`src/rtl/alu_decode_stage.sv`:
```
// alu_decode_stage
// Issue stage in front of the ALU. Accepts one RV32I instruction word per
// valid/ready handshake, decodes OP and OP-IMM, reads operands from a
// 32-entry register file (with optional same-cycle writeback forwarding)
// and presents a registered operation to the ALU. Everything else is
// flagged illegal but still handed over so the consumer can trap on it.

module alu_decode_stage #(
  parameter int XLEN      = 32,
  parameter bit WB_BYPASS = 1'b1
) (
  input  logic            clk,
  input  logic            rst,

  input  logic            in_valid,
  output logic            in_ready,
  input  logic [31:0]     in_instr,

  output logic            out_valid,
  input  logic            out_ready,
  output logic [XLEN-1:0] out_a,
  output logic [XLEN-1:0] out_b,
  output logic [6:0]      out_opcode,
  output logic [2:0]      out_funct3,
  output logic [6:0]      out_funct7,
  output logic [4:0]      out_rd,
  output logic            out_illegal,

  input  logic            wb_en,
  input  logic [4:0]      wb_rd,
  input  logic [XLEN-1:0] wb_data
);

  localparam logic [6:0] OPC_OP     = 7'b0110011;
  localparam logic [6:0] OPC_OP_IMM = 7'b0010011;
  localparam logic [6:0] F7_ZERO    = 7'b0000000;
  localparam logic [6:0] F7_ALT     = 7'b0100000;
  localparam logic [2:0] F3_ADD_SUB = 3'b000;
  localparam logic [2:0] F3_SLL     = 3'b001;
  localparam logic [2:0] F3_SRL_SRA = 3'b101;

  // One decoded operation as it sits in the output register.
  typedef struct packed {
    logic [XLEN-1:0] a;
    logic [XLEN-1:0] b;
    logic [6:0]      opcode;
    logic [2:0]      funct3;
    logic [6:0]      funct7;
    logic [4:0]      rd;
    logic            illegal;
  } issue_op_t;

  // Instruction fields
  logic [6:0]      opcode;
  logic [4:0]      rd;
  logic [2:0]      funct3;
  logic [4:0]      rs1;
  logic [4:0]      rs2;
  logic [6:0]      funct7;
  logic [XLEN-1:0] imm;

  assign opcode = in_instr[6:0];
  assign rd     = in_instr[11:7];
  assign funct3 = in_instr[14:12];
  assign rs1    = in_instr[19:15];
  assign rs2    = in_instr[24:20];
  assign funct7 = in_instr[31:25];
  assign imm    = {{(XLEN-12){in_instr[31]}}, in_instr[31:20]};

  // Handshake
  logic accept;
  logic transfer;

  assign in_ready = !out_valid || out_ready;
  assign accept   = in_valid && in_ready;
  assign transfer = out_valid && out_ready;

  // Register file
  logic [XLEN-1:0] rf [32];

  // Register file write port; x0 is never written so it stays zero.
  always_ff @(posedge clk) begin
    // NOTE: the whole array must clear in one reset cycle, so it is built
    // from resettable flops; a RAM macro could not honour that.
    if (rst) begin
      for (int i = 0; i < 32; i++) begin
        rf[i] <= '0;
      end
    end else if (wb_en && (wb_rd != 5'd0)) begin
      rf[wb_rd] <= wb_data;
    end
  end

  // Source operand reads, optionally forwarding a writeback landing in
  // the same cycle so the captured value is the post-write one.
  logic [XLEN-1:0] src1;
  logic [XLEN-1:0] src2;

  // Read port 1 (rs1) with x0 hardwired to zero and optional forwarding.
  always_comb begin
    src1 = '0;
    if (rs1 != 5'd0) begin
      if (WB_BYPASS && wb_en && (wb_rd == rs1)) begin
        src1 = wb_data;
      end else begin
        src1 = rf[rs1];
      end
    end
  end

  // Read port 2 (rs2) with x0 hardwired to zero and optional forwarding.
  always_comb begin
    src2 = '0;
    if (rs2 != 5'd0) begin
      if (WB_BYPASS && wb_en && (wb_rd == rs2)) begin
        src2 = wb_data;
      end else begin
        src2 = rf[rs2];
      end
    end
  end

  // Decode
  logic      legal;
  issue_op_t dec;

  // Legality and funct7 selection; illegal words are zeroed except opcode.
  always_comb begin
    // NOTE: every field gets a default before the case so no path leaves a
    // variable unassigned, which would otherwise infer a latch.
    legal       = 1'b0;
    dec         = '0;
    dec.opcode  = opcode;

    unique case (opcode)
      OPC_OP: begin
        legal = (funct7 == F7_ZERO) ||
                ((funct7 == F7_ALT) &&
                 ((funct3 == F3_ADD_SUB) || (funct3 == F3_SRL_SRA)));
        dec.b      = src2;
        dec.funct7 = funct7;
      end
      OPC_OP_IMM: begin
        dec.b = imm;
        unique case (funct3)
          F3_SLL: begin
            legal      = (funct7 == F7_ZERO);
            dec.funct7 = funct7;
          end
          F3_SRL_SRA: begin
            legal      = (funct7 == F7_ZERO) || (funct7 == F7_ALT);
            dec.funct7 = funct7;
          end
          default: begin
            // The upper immediate bits are data here, not a funct7.
            legal      = 1'b1;
            dec.funct7 = F7_ZERO;
          end
        endcase
      end
      default: begin
        legal = 1'b0;
      end
    endcase

    if (legal) begin
      dec.a       = src1;
      dec.funct3  = funct3;
      dec.rd      = rd;
      dec.illegal = 1'b0;
    end else begin
      dec.a       = '0;
      dec.b       = '0;
      dec.funct3  = '0;
      dec.funct7  = '0;
      dec.rd      = '0;
      dec.illegal = 1'b1;
    end
  end

  // Output stage
  issue_op_t held;

  // Output register: load on accept, clear valid on a bare transfer, and
  // otherwise hold so the ALU sees stable fields while stalled.
  always_ff @(posedge clk) begin
    // NOTE: clocked state uses non-blocking assignments so every flop
    // samples pre-edge values regardless of block ordering.
    if (rst) begin
      out_valid <= 1'b0;
      held      <= '0;
    end else if (accept) begin
      out_valid <= 1'b1;
      held      <= dec;
    end else if (transfer) begin
      out_valid <= 1'b0;
    end
  end

  assign out_a       = held.a;
  assign out_b       = held.b;
  assign out_opcode  = held.opcode;
  assign out_funct3  = held.funct3;
  assign out_funct7  = held.funct7;
  assign out_rd      = held.rd;
  assign out_illegal = held.illegal;

endmodule

```
`config.mk`:
```
export PLATFORM = sky130hd
export DESIGN_NAME = alu_decode_stage
export DESIGN_NICKNAME = d
export VERILOG_FILES = /design/src/rtl/alu_decode_stage.sv
export SDC_FILE = /design/constraint.sdc
export NUM_CORES = 2
export LEC_CHECK = 0
export CAP_MARGIN = 40
export CORE_MARGIN = 3
export CORE_UTILIZATION = 55
export CTS_CLUSTER_DIAMETER = 150
export CTS_CLUSTER_SIZE = 20
export DETAILED_ROUTE_END_ITERATION = 8
export HOLD_SLACK_MARGIN = 0.15
export MAX_ROUTING_LAYER = met4
export PLACE_DENSITY = 0.78
export SLEW_MARGIN = 40
export SYNTH_ARGS = -nofsm -noshare
export SYNTH_HDL_FRONTEND = slang
export SYNTH_SLANG_ARGS = --single-unit
```
`constraint.sdc`:
```
create_clock -name clk -period 8.7 [get_ports clk]
set_clock_uncertainty 0.05 [all_clocks]
set_input_delay 1.305 -clock clk [delete_from_list [all_inputs] [get_ports clk]]
set_output_delay 1.305 -clock clk [all_outputs]
set_load 0.005 [all_outputs]
```
==> reports/qor.csv <==
stage,metric,value,unit
run_status,status,"finished, final reports clean",
final_layout,Post-Layout Inst Area,64050,sq um
synth,Post-Syn Area,58700,sq um
synth,top_reg_cell synth,edfxtp_1,
clock_tree,setup bufs post-CTS,0,
final_layout,ratio of cells with drive above 1 in the final layout,10.93,%
synth,Post-synth EDFFs,1024,
place,GP Congestion,0.9460,
timing,"Hold Violations, Final",0,
grt,first-pass GRT wire length,304.4,mm
place,IO buf count,162,
timing,Tcrit/Tclk final,51.00,%
worst_setup_path,Worst EP arrival,4.96,ns
clock_tree,clock tree root buffer cell,clkbuf_16,
detailed_routing,DRC Markers,0,
grt,vias in the first global route,42180,
min_path,hold path start,out_funct3[2]$_SDFFE_PP0P_,
timing,final setup violation count,0,
min_path,Hold EP,out_funct3[2]$_SDFFE_PP0P_,
detailed_routing,"antenna viol nets, final",0,
floorplan,Starting Density,55.60,%
detailed_routing,via count,43600,
grt,most used routing layer in global routing,met2,
worst_setup_path,critical path type,input port to flip-flop,
worst_setup_path,crit path launch,in_instr[18],
grt,total global-route track usage,39.57,%
final_layout,Syn-to-layout area delta,9.117,%
grt,met2 usage,55.12,%
synth,post-synthesis async set-or-reset flop share,0,%
floorplan,Die ar.,110700,sq um
worst_setup_path,FF-to-FF setup slack,5.92,ns
worst_setup_path,critical path data required time,9.22,ns
clock_tree,CTS Buffer Depth,3,
synth,Avg Inst Size Synth,12.60,sq um
pwr,P per Cell Area,169.8,nW/um^2
floorplan,Die H,332.7,microns
worst_setup_path,FF-to-FF path depth,6,
job,max-cap viol count,0,
synth,cells after synthesis,4658,
timing,fmax,225.4,MHz
detailed_routing,Vias/cell,7.187,
final_layout,fillcell total,7982,
timing,worst-margin pin slew,0.9272,ns
detailed_routing,first-pass iteration count of the detailed router,8,
pwr,worst vdd ir,0.1573,mV
floorplan,io pins,163,
place,Area after DPL,62050,sq um
worst_setup_path,Reg-to-Reg End,out_a[30]$_SDFFE_PP0P_,
min_path,Hold Crit Class,flip-flop to flip-flop,
place,post-DP HPWL,127.1,mm
detailed_routing,DR iter-0 viols,8386,
worst_setup_path,Crit. End Element,flip-flop,
synth,post-synthesis sequential area ratio,55.39,%
synth,yosys warns,0,
clock_tree,Hold Buf Count CTS,0,
floorplan,Site Rows,119,
clock_tree,CTS resizes,0,
final_layout,NumNets Final,4661,
pwr,Leakage,23.49,nW
final_layout,fin util,60.67,%
detailed_routing,Routed WL,217.1,mm
timing,crit path time final,4.437,ns
clock_tree,H-Tree Depth,2,
floorplan,die width,332.7,microns
grt,met1 Track Usage GR,50.43,%
detailed_routing,WL/cell,35.78,microns
timing,fin. max-slew vios,0,
timing,Slew HR,38.19,%
synth,Synth Register Bits,1112,
clock_tree,CTS tree,done,
floorplan,core box area,105600,sq um
timing,RSZ-0062 raised after global routing,no,
grt,GRT met3 Usage,13.51,%
clock_tree,Clock Latency Late Sink,0.71,ns
worst_setup_path,crit path launch type,input port,
clock_tree,clk slew on worst S/H paths,0.08,ns
timing,setup TNS,0,ns
worst_setup_path,worst-path fanout max,35,
synth,synth unique cells,62,
grt,pin count of the biggest net entering global routing,123,
clock_tree,Sink Count,1112,
grt,global route overflow,0,
worst_setup_path,R2R Path Start,out_valid$_SDFFE_PP0P_,
min_path,hold path cells,2,
grt,initial antenna violation count,24,
clock_tree,TritonCTS buffer count,61,
[cell type report]
cell class                 count  area [sq um]  share of cell area, %
clock buffer                 112          1739                  2.715
multi-input combinational   3095         24920                  38.92
sequential                  1112         32510                  50.76
clock inverter                 3         47.55                0.07424
antenna                       37         92.59                 0.1446
timing repair buffer         313          2977                  4.648
tap                         1391          1740                  2.717
inverter                       4         15.01                0.02344
[layer usage]
| metal | part of all wire (%) | vias to the layer above |
|---|---|---|
| met5 | 0 | - |
| met4 | 6.6 | 0 |
| met3 | 17 | 918 |
| met2 | 43 | 4417 |
| met1 | 34 | 21060 |
| li1 | - | 17210 |
[cells by family after synthesis]
group / count (synthesis) / synth area share, %
other: 1 / 0.006389
flip-flops: 1112 / 55.39
XOR/XNOR: 10 / 0.1492
AND/OR/NAND/NOR: 1543 / 14.90
multiplexers: 910 / 18.81
buffers and inverters: 482 / 3.526
AO/OA/AOI/OAI: 600 / 7.212
[cells in the mapped netlist, types with 33 or more instances]
cell      count  area share [%]
nor2_1      145            0.93
mux2i_1     750              13
nor3_1       66            0.56
o22ai_1      67            0.71
mux4_2      154             5.9
a211oi_1     33            0.42
nand2_1     153            0.98
o21ai_0      45            0.38
edfxtp_1   1024              52
dfxtp_1      88             3.0
a22o_1       92             1.4
buf_2        64            0.55
nand3_1      98            0.84
a22oi_1     201             2.6
clkbuf_1    352             2.3
a21oi_1      85            0.72
and2_1      964              10
nand4_1      53            0.56
[flip-flops by register name (all words and copies together) (netlist names)]
register,count
out_a,32
out_b,32
out_funct3,3
out_funct7,7
out_illegal,1
out_opcode,7
out_rd,5
out_valid,1
rf,1024
[per-stage QoR]
stage | hold WS, ns | setup WS [ns] | cells | power (mW)
2_1_floorplan | 0.3982 | 3.345 | 4689 | 7.190
3_3_place_gp | 0.3869 | 3.556 | 5889 | 7.709
3_5_place_dp | 0.3947 | 3.781 | 5911 | 7.755
4_1_cts | 0.4067 | 4.494 | 6026 | 10.77
5_1_grt | 0.4261 | 4.255 | 6060 | 11.08
6_report | 0.4044 | 4.263 | 6067 | 10.88
[cells in the final DEF, fill, tap and decap left out, types with 33 or more instances in the layout]
cell type	instances
edfxtp_1	1024
clkdlybuf4s50_1	132
o22ai_1	67
nor3_1	66
nand3_1	95
buf_4	112
and2_1	962
nor2_1	109
clkbuf_1	50
a22o_1	92
a21oi_1	85
dfxtp_1	88
mux4_2	154
a211oi_1	33
clkbuf_16	62
diode_2	37
nand4_1	53
mux2i_1	750
nand2_1	150
a22oi_1	201
[power by group]
part	internal, mW	total, mW	switching (mW)
sequential	6.10	6.26	0.156
clock	1.36	3.16	1.80
combinational	0.511	1.46	0.950
[worst max path at each step]
stage | end | cells after the start
final | out_a[8]$_SDFFE_PP0P_ | 9
after global routing | out_a[8]$_SDFFE_PP0P_ | 8
after CTS | rf[12][0]$_SDFFCE_PN0P_ | 6
after detailed placement | rf[12][11]$_SDFFCE_PN0P_ | 6
after global placement | out_b[26]$_SDFFE_PP0P_ | 9
after floorplan | rf[20][0]$_SDFFCE_PN0P_ | 7
[worst max-delay path, cell delays in order]
cell,delay [ns]
clkdlybuf4s50_1,0.47
buf_4,0.39
xor2_1,0.18
nor4_1,0.10
nand3_4,0.46
buf_4,0.67
o2111ai_1,0.53
a21oi_1,0.68
o31ai_1,0.15
Power figures use the tool's default switching activity.
